### src/rtl/pipeline_ctrl_if.sv
// Stall/flush bus between the pipeline controller and the pipeline.
// master: controller side (drives stall/flush/redirect); slave: pipeline side.
interface pipeline_ctrl_if;
  logic        stallreq_from_if;
  logic        stallreq_from_id;
  logic        stallreq_from_ex;
  logic        stallreq_from_mem;
  logic [31:0] excepttype;
  logic [31:0] cp0_epc;
  logic [5:0]  stall;
  logic        flush;
  logic [31:0] new_pc;
  logic [31:0] stall_cycles;
  logic        stall_timeout;

  modport master (
    input  stallreq_from_if,
    input  stallreq_from_id,
    input  stallreq_from_ex,
    input  stallreq_from_mem,
    input  excepttype,
    input  cp0_epc,
    output stall,
    output flush,
    output new_pc,
    output stall_cycles,
    output stall_timeout
  );

  modport slave (
    output stallreq_from_if,
    output stallreq_from_id,
    output stallreq_from_ex,
    output stallreq_from_mem,
    output excepttype,
    output cp0_epc,
    input  stall,
    input  flush,
    input  new_pc,
    input  stall_cycles,
    input  stall_timeout
  );
endinterface

### src/rtl/pipeline_ctrl.sv
// Central stall/flush controller: stall[5:0]/flush/new_pc (comb),
// stall_cycles counter and sticky stall watchdog. clk, rst (async, low).
module pipeline_ctrl #(
  parameter logic [31:0] EXC_VECTOR    = 32'h0000_0020,
  parameter int          STALL_TIMEOUT = 1024
) (
  input logic             clk,
  input logic             rst,
  pipeline_ctrl_if.master bus
);

  localparam logic [1:0] RUN     = 2'd0;
  localparam logic [1:0] FLUSH   = 2'd1;
  localparam logic [1:0] RECOVER = 2'd2;

  localparam int CW = $clog2(STALL_TIMEOUT + 1);
  localparam logic [CW-1:0] TO_C = CW'(STALL_TIMEOUT);

  logic [1:0]    state_q, state_d;
  logic [31:0]   sc_q, sc_d;
  logic [CW-1:0] wd_q, wd_d;
  logic          to_q, to_d;

  logic [5:0]  stall;
  logic        flush;
  logic [31:0] new_pc;
  logic        mask;
  logic        exc_ok;

  // id/ex requests after a flush come from squashed bubbles
  assign mask   = (state_q != RUN);
  assign exc_ok = (state_q != FLUSH) && (|bus.excepttype);

  always_comb begin
    state_d = state_q;
    stall   = 6'b000000;
    flush   = 1'b0;
    new_pc  = 32'h0;
    if (exc_ok) begin
      flush   = 1'b1;
      new_pc  = (bus.excepttype == 32'h0000_000e) ?
                bus.cp0_epc : EXC_VECTOR;
      state_d = FLUSH;
    end else begin
      if (bus.stallreq_from_mem)
        stall = 6'b011111;
      else if (bus.stallreq_from_ex && !mask)
        stall = 6'b001111;
      else if (bus.stallreq_from_id && !mask)
        stall = 6'b000111;
      else if (bus.stallreq_from_if)
        stall = 6'b000011;
      unique case (state_q)
        RUN:     state_d = RUN;
        FLUSH:   state_d = RECOVER;
        RECOVER: state_d = RUN;
        default: state_d = RUN;
      endcase
    end
  end

  always_comb begin
    sc_d = sc_q;
    if (stall[0] && (sc_q != 32'hFFFF_FFFF))
      sc_d = sc_q + 32'd1;
  end

  always_comb begin
    wd_d = wd_q;
    if (!stall[0] || flush)
      wd_d = '0;
    else if (wd_q != TO_C)
      wd_d = wd_q + 1'b1;
    to_d = to_q | (wd_d == TO_C);
  end

  always_ff @(posedge clk or negedge rst) begin
    if (!rst) begin
      state_q <= RUN;
      sc_q    <= 32'h0;
      wd_q    <= '0;
      to_q    <= 1'b0;
    end else begin
      state_q <= state_d;
      sc_q    <= sc_d;
      wd_q    <= wd_d;
      to_q    <= to_d;
    end
  end

  assign bus.stall         = stall;
  assign bus.flush         = flush;
  assign bus.new_pc        = new_pc;
  assign bus.stall_cycles  = sc_q;
  assign bus.stall_timeout = to_q;

endmodule
### src/flat_wrapper.sv
// flat-port wrapper written by rule: the top's interface ports become plain ports
module pipeline_ctrl_flat 
#(
  parameter logic [31:0] EXC_VECTOR    = 32'h0000_0020,
  parameter int          STALL_TIMEOUT = 1024
)
  (clk, rst, bus_stallreq_from_if, bus_stallreq_from_id, bus_stallreq_from_ex, bus_stallreq_from_mem, bus_excepttype, bus_cp0_epc, bus_stall, bus_flush, bus_new_pc, bus_stall_cycles, bus_stall_timeout);
  pipeline_ctrl_if bus_i ();
  input logic clk;
  input logic rst;
  input wire logic [$bits(bus_i.stallreq_from_if)-1:0] bus_stallreq_from_if;
  input wire logic [$bits(bus_i.stallreq_from_id)-1:0] bus_stallreq_from_id;
  input wire logic [$bits(bus_i.stallreq_from_ex)-1:0] bus_stallreq_from_ex;
  input wire logic [$bits(bus_i.stallreq_from_mem)-1:0] bus_stallreq_from_mem;
  input wire logic [$bits(bus_i.excepttype)-1:0] bus_excepttype;
  input wire logic [$bits(bus_i.cp0_epc)-1:0] bus_cp0_epc;
  output wire logic [$bits(bus_i.stall)-1:0] bus_stall;
  output wire logic [$bits(bus_i.flush)-1:0] bus_flush;
  output wire logic [$bits(bus_i.new_pc)-1:0] bus_new_pc;
  output wire logic [$bits(bus_i.stall_cycles)-1:0] bus_stall_cycles;
  output wire logic [$bits(bus_i.stall_timeout)-1:0] bus_stall_timeout;
  assign bus_i.stallreq_from_if = bus_stallreq_from_if;
  assign bus_i.stallreq_from_id = bus_stallreq_from_id;
  assign bus_i.stallreq_from_ex = bus_stallreq_from_ex;
  assign bus_i.stallreq_from_mem = bus_stallreq_from_mem;
  assign bus_i.excepttype = bus_excepttype;
  assign bus_i.cp0_epc = bus_cp0_epc;
  assign bus_stall = bus_i.stall;
  assign bus_flush = bus_i.flush;
  assign bus_new_pc = bus_i.new_pc;
  assign bus_stall_cycles = bus_i.stall_cycles;
  assign bus_stall_timeout = bus_i.stall_timeout;
  pipeline_ctrl #(.EXC_VECTOR(EXC_VECTOR), .STALL_TIMEOUT(STALL_TIMEOUT)) u_core (.clk(clk), .rst(rst), .bus(bus_i));
endmodule
### config.mk
export PLATFORM = sky130hd
export DESIGN_NAME = pipeline_ctrl_flat
export DESIGN_NICKNAME = d
export VERILOG_FILES = /design/src/rtl/pipeline_ctrl_if.sv /design/src/rtl/pipeline_ctrl.sv /design/src/flat_wrapper.sv
export SDC_FILE = /design/constraint.sdc
export NUM_CORES = 1
export LEC_CHECK = 0
export BUFFER_PORTS_ARGS = -buffer_cell sky130_fd_sc_hd__buf_2
export CORE_ASPECT_RATIO = 2
export CORE_MARGIN = 10
export CORE_UTILIZATION = 45
export CTS_CLUSTER_DIAMETER = 40
export DETAILED_ROUTE_END_ITERATION = 8
export PLACE_DENSITY = 0.83
export SLEW_MARGIN = 20
export SYNTH_ARGS = -nofsm -noshare
export SYNTH_HDL_FRONTEND = slang
export SYNTH_SLANG_ARGS = --single-unit
### constraint.sdc
create_clock -name clk -period 3.12 [get_ports clk]
set_input_delay 0.624 -clock clk [delete_from_list [all_inputs] [get_ports clk]]
set_output_delay 0.624 -clock clk [all_outputs]
set_load 0.02 [all_outputs]
==> results of run 1 <==
==> metrics by stage <==
| stage | power (mW) | utilization | hold slack (ps) |
|---|---|---|---|
| after floorplan | 0.814 | - | 328 |
| after global placement | 0.933 | 0.586 | 448 |
| after detailed placement | 0.937 | 0.586 | 465 |
| after CTS | 1.48 | 0.612 | 478 |
| after global routing | 1.53 | 0.612 | 384 |
| final | 1.47 | 0.612 | 339 |
==> how the worst max path moves through the flow <==
stage	start	to	slack, ps	cells past startpoint
finish	bus_excepttype[0]	bus_new_pc[3]	370	7
global route	bus_excepttype[13]	bus_new_pc[22]	150	7
CTS	bus_excepttype[0]	bus_new_pc[21]	330	7
detailed placement	bus_excepttype[0]	bus_new_pc[21]	350	7
global placement	bus_excepttype[13]	bus_new_pc[22]	380	7
floorplan	bus_excepttype[0]	bus_new_pc[0]	530	5
==> sequential cells by signal, summed over array words and instances (netlist names) <==
register                  count
u_core.bus.stall_cycles      32
u_core.bus.stall_timeout      1
u_core.state_q                2
u_core.wd_q                  11
==> area by class of cell <==
cell class,count,share of cell area
Clock buffer,6,0.0381
Clock inverter,2,0.00343
Inverter,6,0.00618
Multi-Input combinational cell,225,0.416
Sequential cell,46,0.316
Tap cell,63,0.0216
Timing Repair Buffer,143,0.199
==> kinds of logic after synthesis <==
kind of cell | after synthesis | share of synthesized area
adders and majority gates | 3 | 0.0137
and+or+nand+nor | 163 | 0.359
other | 1 | 0.00137
buffers and inverters | 17 | 0.0307
muxes | 2 | 0.00778
xor gates and xnor gates | 41 | 0.131
AOI/OAI and AO/OA | 15 | 0.0348
DFF | 46 | 0.421
==> worst max-delay path, cell delays in order <==
cell	delay [ps]
buf_2	100
nor4_1	270
nand4_1	230
nor4_2	290
buf_4	280
and2_1	160
buf_2	160
==> cell usage in the layout, fill, tap and decap left out, drive strengths merged, types with 3 or more instances in the layout <==
cell / count
nor3b: 4
and3: 10
nor2: 33
nand3: 9
xnor2: 13
ha: 3
and4: 4
nand2: 12
buf: 143
o21ai: 4
nand4: 22
dfrtp: 46
nor2b: 3
nand2b: 3
nor4: 8
nor3: 18
xor2: 28
a21oi: 6
clkbuf: 6
and2: 32
inv: 6
==> layer usage <==
metal,global-route usage,up-vias,share of wire,wire [um]
met5,0,-,0,0
met4,0.0706,0,0.022,181
met3,0.0958,14,0.12,1020
met2,0.313,131,0.52,4350
met1,0.163,1242,0.34,2800
li1,-,1273,-,-
==> power by group <==
group / internal, mW / leakage [nW] / switching [mW]
logic: 0.0965 / 1.28 / 0.126
clock network: 0.317 / 0.0729 / 0.225
registers: 0.637 / 0.624 / 0.0641
total: 1.05 / 1.98 / 0.415
==> results.py, run 1 <==
metrics = {
    "outcome": {
        "status": "completed",
    },
    "placement": {
        "dp_cells": 483,
        "place_hpwl_um": 6840,
        "dp_slack_ps": 346,
        "place.gp.congestion": 0.828,
        "numPortBuffers": 140,
        "dpl_cell_area_sq_um": 3490,
    },
    "timing": {
        "fin_ws_ps": 375,
        "period_share": 0.880,
        "setup_viol": 0,
        "fin_crit_ps": 2750,
        "finalHoldViolCount": 0,
        "fmax_ghz": 0.364,
        "finalMaxSlewViolations": 0,
        "fin_tns_setup_ps": 0,
        "worstMarginPinSlew_ps": 586,
        "skew_ps": 3.93,
        "rsz0062_at_grt": "false",
        "relSlewSlack": 0.609,
    },
    "clocking": {
        "cts_buffer_depth": 2,
        "clock-sinks": 46,
        "htreeDepth": 2,
        "cts_root_buf": "clkbuf_16",
        "cts.clk_slew.worst_paths_ps": 60,
        "hold_buffers": 0,
        "worstSkewPairLatency_ps": 290,
        "ctsResizeCount": 0,
        "tritoncts": "built",
        "postCtsSetupRepairBufs": 0,
        "cts_buffers": 5,
    },
    "flow_run": {
        "timing.max_cap.violations": 0,
    },
    "worst_setup_path": {
        "reg2reg_from": "u_core.bus.stall_cycles[0]$_DFFE_PN0P_",
        "crit_required_ps": 2500,
        "critical_path_class": "in2out",
        "r2r_slack_ps": 770,
        "startpoint_type": "input port",
        "path_max_fanout": 31,
        "end_kind": "output port",
        "timing.rr.end": "u_core.bus.stall_cycles[16]$_DFFE_PN0P_",
        "worstPathArrival_ps": 2120,
        "worstRegToRegCells": 7,
    },
    "die": {
        "die_w_um": 75.1,
        "coreArea_sq_um": 5960,
        "start_util": 0.459,
        "row_count": 40,
        "die_h_um": 130,
        "fp.dieArea_sq_um": 9780,
        "ioPinCount": 142,
    },
    "synth": {
        "synth_common_cells": "dfrtp_1 (46), and2_1 (32), nor2_1 (32)",
        "synth_top_area_frac": 0.421,
        "yosysTopAreaCell": "dfrtp_1",
        "syn-instance-count": 288,
        "ys_top_cells_by_area": "dfrtp_1 (42%), xor2_1 (9.0%), and2_1 (7.3%)",
        "synth_cell_types": 42,
        "avgSynthCellArea_sq_um": 9.49,
        "ys_warn_count": 0,
        "synth_area_sq_um": 2730,
        "ys_seq_area_frac": 0.421,
        "ys_async_sr_fraction": 1.00,
        "synth_edf_count": 0,
        "synth_fp_nets": 361,
        "synth-main-ff-cell": "dfrtp_1",
        "synth.most_common_cell": "dfrtp_1",
        "ys_ff_latch": 46,
    },
    "route": {
        "ant_nets": 0,
        "wl_per_cell_um": 17.0,
        "drtPass1Iterations": 4,
        "post_drt_via_cell_ratio": 5.42,
        "routed_wl_um": 8360,
        "drtIter0Drc": 137,
        "drc": 0,
        "dr_total_vias": 2660,
    },
    "global_route": {
        "grt_antenna_before_repair": 0,
        "grt_max_degree": 47,
        "grt_pass1_vias": 2941,
        "grt_first_pass_wirelength_um": 13700,
        "grt_usage": 0.178,
        "grt_overflow_total": 0,
    },
    "power_and_ir_drop": {
        "p_leak_nw": 1.98,
        "p_per_area_nw_per_um2": 402,
        "ir_worst_vdd_mv": 0.259,
    },
    "hold_path": {
        "hold_path.class": "in2async",
    },
    "finish": {
        "insertedDiodeCount": 0,
        "final_cells": 491,
        "num-fill-cells": 528,
        "multi_input_comb_area_sq_um": 1520,
        "design_area_sq_um": 3650,
        "final_layout_size_suffix_gt1_frac": 0.402,
        "fin_nets": 500,
        "seqCellArea_sq_um": 1150,
        "area_growth_pct": 33.4,
    },
}
No activity file was read; power rests on OpenSTA's default activity.
==> run 2, diff against run 1 <==
- CORE_MARGIN: 10 -> unset
- CORE_UTILIZATION: 45 -> 41
- PLACE_DENSITY: 0.83 -> 0.8
- clock period: 3.12 -> 2.4 ns (I/O delays scaled with it)
==> results.py, run 2 (synthesis gave the netlist of run 1 again) <==
metrics = {
    "route": {
        "wl_per_cell_um": 15.9,
        "ant_nets": 0,
        "routed_wl_um": 8400,
        "drc": 0,
        "post_drt_via_cell_ratio": 5.31,
        "dr_total_vias": 2806,
        "drtPass1Iterations": 4,
        "drtIter0Drc": 101,
    },
    "clocking": {
        "cts.clk_slew.worst_paths_ps": 60,
        "cts_buffers": 5,
        "worstSkewPairLatency_ps": 290,
        "clock-sinks": 46,
        "tritoncts": "built",
        "cts_root_buf": "clkbuf_16",
        "cts_buffer_depth": 2,
        "htreeDepth": 2,
    },
    "finish": {
        "layout.cells.most_common": "buf_2",
        "fin_nets": 514,
        "insertedDiodeCount": 0,
        "layout.cells.most_common_list": "buf_2 (101), dfrtp_1 (46), buf_6 (39)",
        "multi_input_comb_area_sq_um": 1680,
        "num-fill-cells": 515,
        "seqCellArea_sq_um": 1150,
        "fin_util": 0.666,
        "final_layout_size_suffix_gt1_frac": 0.507,
        "largest_reg_flops": 32,
        "area_growth_pct": 55.0,
    },
    "placement": {
        "place_hpwl_um": 5870,
        "place.gp.congestion": 0.993,
        "numPortBuffers": 140,
    },
    "die": {
        "fp.dieArea_sq_um": 7020,
        "coreArea_sq_um": 6360,
        "start_util": 0.430,
        "ioPinCount": 142,
        "die_w_um": 59.7,
        "die_h_um": 117,
        "row_count": 41,
    },
    "timing": {
        "fmax_ghz": 0.390,
        "finalHoldViolCount": 0,
        "fin_crit_ps": 2560,
        "setup_viol": 34,
        "fin_ws_ps": -162,
        "hold_ws_ps": 261,
        "skew_ps": 5.46,
        "period_share": 1.07,
        "finalMaxSlewViolations": 0,
        "rsz0062_at_grt": "true",
        "fin_tns_setup_ps": -4220,
        "worstMarginPinSlew_ps": 580,
        "relSlewSlack": 0.613,
    },
    "worst_setup_path": {
        "worstPathArrival_ps": 2080,
        "end_kind": "output port",
        "r2r_slack_ps": 340,
        "worstRegToRegCells": 8,
        "reg2reg_from": "u_core.bus.stall_cycles[0]$_DFFE_PN0P_",
        "timing.rr.end": "u_core.bus.stall_cycles[23]$_DFFE_PN0P_",
        "critical_path_class": "in2out",
        "startpoint_type": "input port",
        "path_max_fanout": 8,
        "crit_required_ps": 1920,
    },
    "global_route": {
        "grt_usage": 0.229,
        "grt_max_degree": 47,
        "grt_pass1_vias": 2716,
        "grt_overflow_total": 0,
        "grt_antenna_before_repair": 0,
        "grt_first_pass_wirelength_um": 12000,
    },
    "outcome": {
        "violations": "negative setup slack",
        "status": "finished with violations",
    },
    "power_and_ir_drop": {
        "p_leak_nw": 2.15,
        "ir_worst_vdd_mv": 0.260,
        "p_per_area_nw_per_um2": 475,
    },
    "flow_run": {
        "timing.max_cap.violations": 0,
    },
    "hold_path": {
        "hold_path.class": "in2async",
    },
}
==> run 2: cell types whose count changed in the layout (fill, tap and decap cells not counted), moves of 3 or more <==
cell,delta
buf_6,+39
and2_4,+31
buf_4,+10
nor4_4,+3
nor4_1,-6
nor4_2,+3
buf_2,-38
and2_1,-31
==> run 2: repair_timing <==
item / CTS / global route
gates resized for setup: 23 / 102
gates cloned: 2 / 1
hold buffers: 0 / 0
endpoints found under the hold margin: 0 / 0
pin swaps: 3 / 37
setup buffers: 4 / 2
setup endpoints to repair: 31 / 36
==> run 2: worst max-delay path by stage <==
stage                                   from        endpoint  slack, ps  depth (start not counted)
after floorplan            bus_excepttype[0]   bus_new_pc[0]        100                          5
after global placement     bus_excepttype[9]  bus_new_pc[14]       -110                          7
after detailed placement   bus_excepttype[0]  bus_new_pc[14]       -160                          7
after CTS                 bus_excepttype[21]  bus_new_pc[17]        -10                          8
after global routing       bus_excepttype[7]  bus_new_pc[14]       -230                          9
final                      bus_excepttype[7]  bus_new_pc[14]       -160                          9
==> run 2: metrics by stage <==
stage	worst slack [ps]	power [mW]	cells	area [sq um]
floorplan	96.1	1.06	288	2730
global placement	-105	1.22	511	3570
detailed placement	-157	1.22	511	3570
CTS	-13.9	2.01	525	3850
global route	-230	2.09	528	4240
finish	-162	2.01	528	4240
==> run 2: layout make-up <==
class,instances,area share
multi-input cells,225,0.396
repair buffers,157,0.262
well taps,86,0.0254
clock inverters,2,0.00886
clock buffers,6,0.0304
inverters,6,0.00591
flip-flops and latches,46,0.272
==> run 2: power by group <==
part | leakage (nW) | internal (mW) | switching (mW)
Sequential | 0.624 | 0.829 | 0.0908
Clock | 0.0771 | 0.492 | 0.291
Combinational | 1.45 | 0.133 | 0.176
==> run 2: worst max-delay path: stages <==
cell     delay, ps
buf_6           90
nor4_2         330
nand4_1        200
buf_4          190
nor4_4         220
buf_6          170
buf_6          130
and2_4         160
buf_6          110
==> run 2: per-layer routing <==
metal	GRT usage	vias up	routed length, um
met1	0.206	1319	2810
met3	0.0275	35	462
li1	-	1305	-
met2	0.413	147	4640
met5	0	-	0
met4	0.196	0	491
==> run 3, diff against run 2 <==
- ABC_AREA: unset -> 1
- CORE_UTILIZATION: 41 -> 43
==> results.py, run 3 <==
metrics = {
    "timing": {
        "fmax_ghz": 0.425,
        "finalMaxSlewViolations": 0,
        "skew_ps": 5.50,
        "fin_ws_ps": 48.7,
        "fin_crit_ps": 2350,
        "relSlewSlack": 0.615,
        "worstMarginPinSlew_ps": 577,
        "period_share": 0.980,
        "hold_ws_ps": 182,
        "finalHoldViolCount": 0,
        "setup_viol": 0,
    },
    "synth": {
        "synth_common_cells": "nand2_1 (134), nor2_1 (113), dfrtp_1 (46), inv_1 (46), xor2_1 (28)",
        "synth.most_common_cell": "nand2_1",
        "synth_cell_types": 30,
        "synth_area_sq_um": 3180,
        "syn-instance-count": 475,
        "yosysTopAreaCell": "dfrtp_1",
        "ys_ff_latch": 46,
        "ys_async_sr_fraction": 1.00,
        "avgSynthCellArea_sq_um": 6.70,
        "synth_fp_nets": 548,
        "synth_edf_count": 0,
        "ys_top_cells_by_area": "dfrtp_1 (36%), nand2_1 (16%), nor2_1 (13%)",
        "synth-main-ff-cell": "dfrtp_1",
        "ys_seq_area_frac": 0.362,
        "ys_warn_count": 0,
        "synth_top_area_frac": 0.362,
    },
    "global_route": {
        "grt_antenna_before_repair": 0,
        "grt_first_pass_wirelength_um": 16200,
        "grt_overflow_total": 0,
        "grt_usage": 0.276,
        "grt_pass1_vias": 3571,
        "grt_max_degree": 25,
    },
    "die": {
        "die_h_um": 124,
        "coreArea_sq_um": 7210,
        "fp.dieArea_sq_um": 7770,
        "ioPinCount": 142,
        "start_util": 0.441,
        "row_count": 44,
        "die_w_um": 62.8,
    },
    "clocking": {
        "cts_buffer_depth": 2,
        "worstSkewPairLatency_ps": 290,
        "cts_root_buf": "clkbuf_16",
        "postCtsSetupRepairBufs": 0,
        "tritoncts": "built",
        "clock-sinks": 46,
        "cts_buffers": 5,
        "hold_buffers": 0,
        "ctsResizeCount": 0,
        "htreeDepth": 2,
        "cts.clk_slew.worst_paths_ps": 70,
    },
    "worst_setup_path": {
        "critical_path_class": "in2out",
        "worstRegToRegCells": 10,
        "r2r_slack_ps": 280,
        "worstPathArrival_ps": 1870,
        "crit_required_ps": 1920,
        "reg2reg_from": "u_core.bus.stall_cycles[0]$_DFFE_PN0P_",
        "path_max_fanout": 19,
        "end_kind": "output port",
        "timing.rr.end": "u_core.bus.stall_cycles[6]$_DFFE_PN0P_",
        "startpoint_type": "input port",
    },
    "power_and_ir_drop": {
        "p_per_area_nw_per_um2": 506,
        "p_leak_nw": 2.27,
        "ir_worst_vdd_mv": 0.617,
    },
    "placement": {
        "dp_slack_ps": 51.8,
        "numPortBuffers": 140,
        "place_hpwl_um": 8500,
        "place.gp.congestion": 0.978,
    },
    "route": {
        "wl_per_cell_um": 14.8,
        "routed_wl_um": 10500,
        "post_drt_via_cell_ratio": 5.08,
        "drtPass1Iterations": 4,
        "ant_nets": 0,
        "drtIter0Drc": 115,
        "dr_total_vias": 3607,
        "drc": 0,
    },
    "finish": {
        "insertedDiodeCount": 0,
        "final_layout_size_suffix_gt1_frac": 0.285,
        "layout.cells.most_common_list": "buf_2 (139), nand2_1 (134), nor2_1 (113)",
        "largest_reg_flops": 32,
        "fin_nets": 690,
        "fin_util": 0.580,
        "layout.cells.most_common": "buf_2",
        "area_growth_pct": 31.4,
    },
    "flow_run": {
        "timing.max_cap.violations": 0,
    },
    "hold_path": {
        "hold_path.class": "in2async",
    },
    "outcome": {
        "status": "completed",
    },
}
run 3: kinds of logic (layout without fill, tap and decap cells):
group	Yosys count	count (layout)	share of synthesized area
xor+xnor	37	37	0.102
fa+ha+maj	3	3	0.0118
other cells	1	1	0.00118
buf+inv	65	208	0.0901
simple gates	300	300	0.390
flops	46	46	0.362
compound gates	23	23	0.0433
run 3: routing by layer:
| layer | share of wire | routed length (um) | global-route usage | up-vias |
|---|---|---|---|---|
| met5 | 0 | 0 | 0 | - |
| met2 | 0.56 | 5900 | 0.560 | 175 |
| met3 | 0.052 | 550 | 0.0476 | 49 |
| met1 | 0.31 | 3240 | 0.216 | 1636 |
| li1 | - | - | - | 1747 |
| met4 | 0.076 | 800 | 0.237 | 0 |
run 3: final cells by class:
cell class,count,area (sq um)
fill,706,3030
multi-input combinational,364,1750
tap,92,115
inverter,50,190
clock inverter,2,12.5
sequential,46,1150
clock buffer,6,139
timing repair buffer,150,820
run 3: how the worst max path moves through the flow:
stage / startpoint / end / slack, ps / cells past startpoint
after CTS: bus_excepttype[15] / bus_new_pc[28] / 40 / 10
after global routing: bus_excepttype[15] / bus_new_pc[28] / -50 / 10
after global placement: bus_excepttype[14] / bus_new_pc[28] / 140 / 10
after detailed placement: bus_excepttype[15] / bus_new_pc[28] / 50 / 10
final: bus_excepttype[15] / bus_new_pc[28] / 50 / 10
after floorplan: bus_excepttype[15] / bus_new_pc[0] / 230 / 8
run 3: power breakdown:
part / leakage [nW] / total [mW] / internal, mW / switching [mW]
Combinational: 1.59 / 0.460 / 0.180 / 0.280
Sequential: 0.613 / 0.940 / 0.850 / 0.0901
Clock: 0.0729 / 0.716 / 0.413 / 0.303
Total: 2.27 / 2.12 / 1.44 / 0.674
run 3: critical path, cell delays in order:
cell,delay [ps]
buf_2,100
nor2_1,110
nand2_1,100
nor4_2,300
nand2_1,120
inv_2,130
buf_12,150
nand2_1,50
nor2_1,140
buf_4,170
run 3: stage by stage:
step | power (mW) | TNS (ps) | std cells | instance area (sq um)
6_report | 2.12 | 0 | 710 | 4180
5_1_grt | 2.21 | -370 | 710 | 4180
4_1_cts | 2.14 | 0 | 710 | 4170
3_5_place_dp | 1.41 | 0 | 702 | 4020
3_3_place_gp | 1.40 | 0 | 702 | 4020
2_1_floorplan | 1.20 | 0 | 475 | 3180
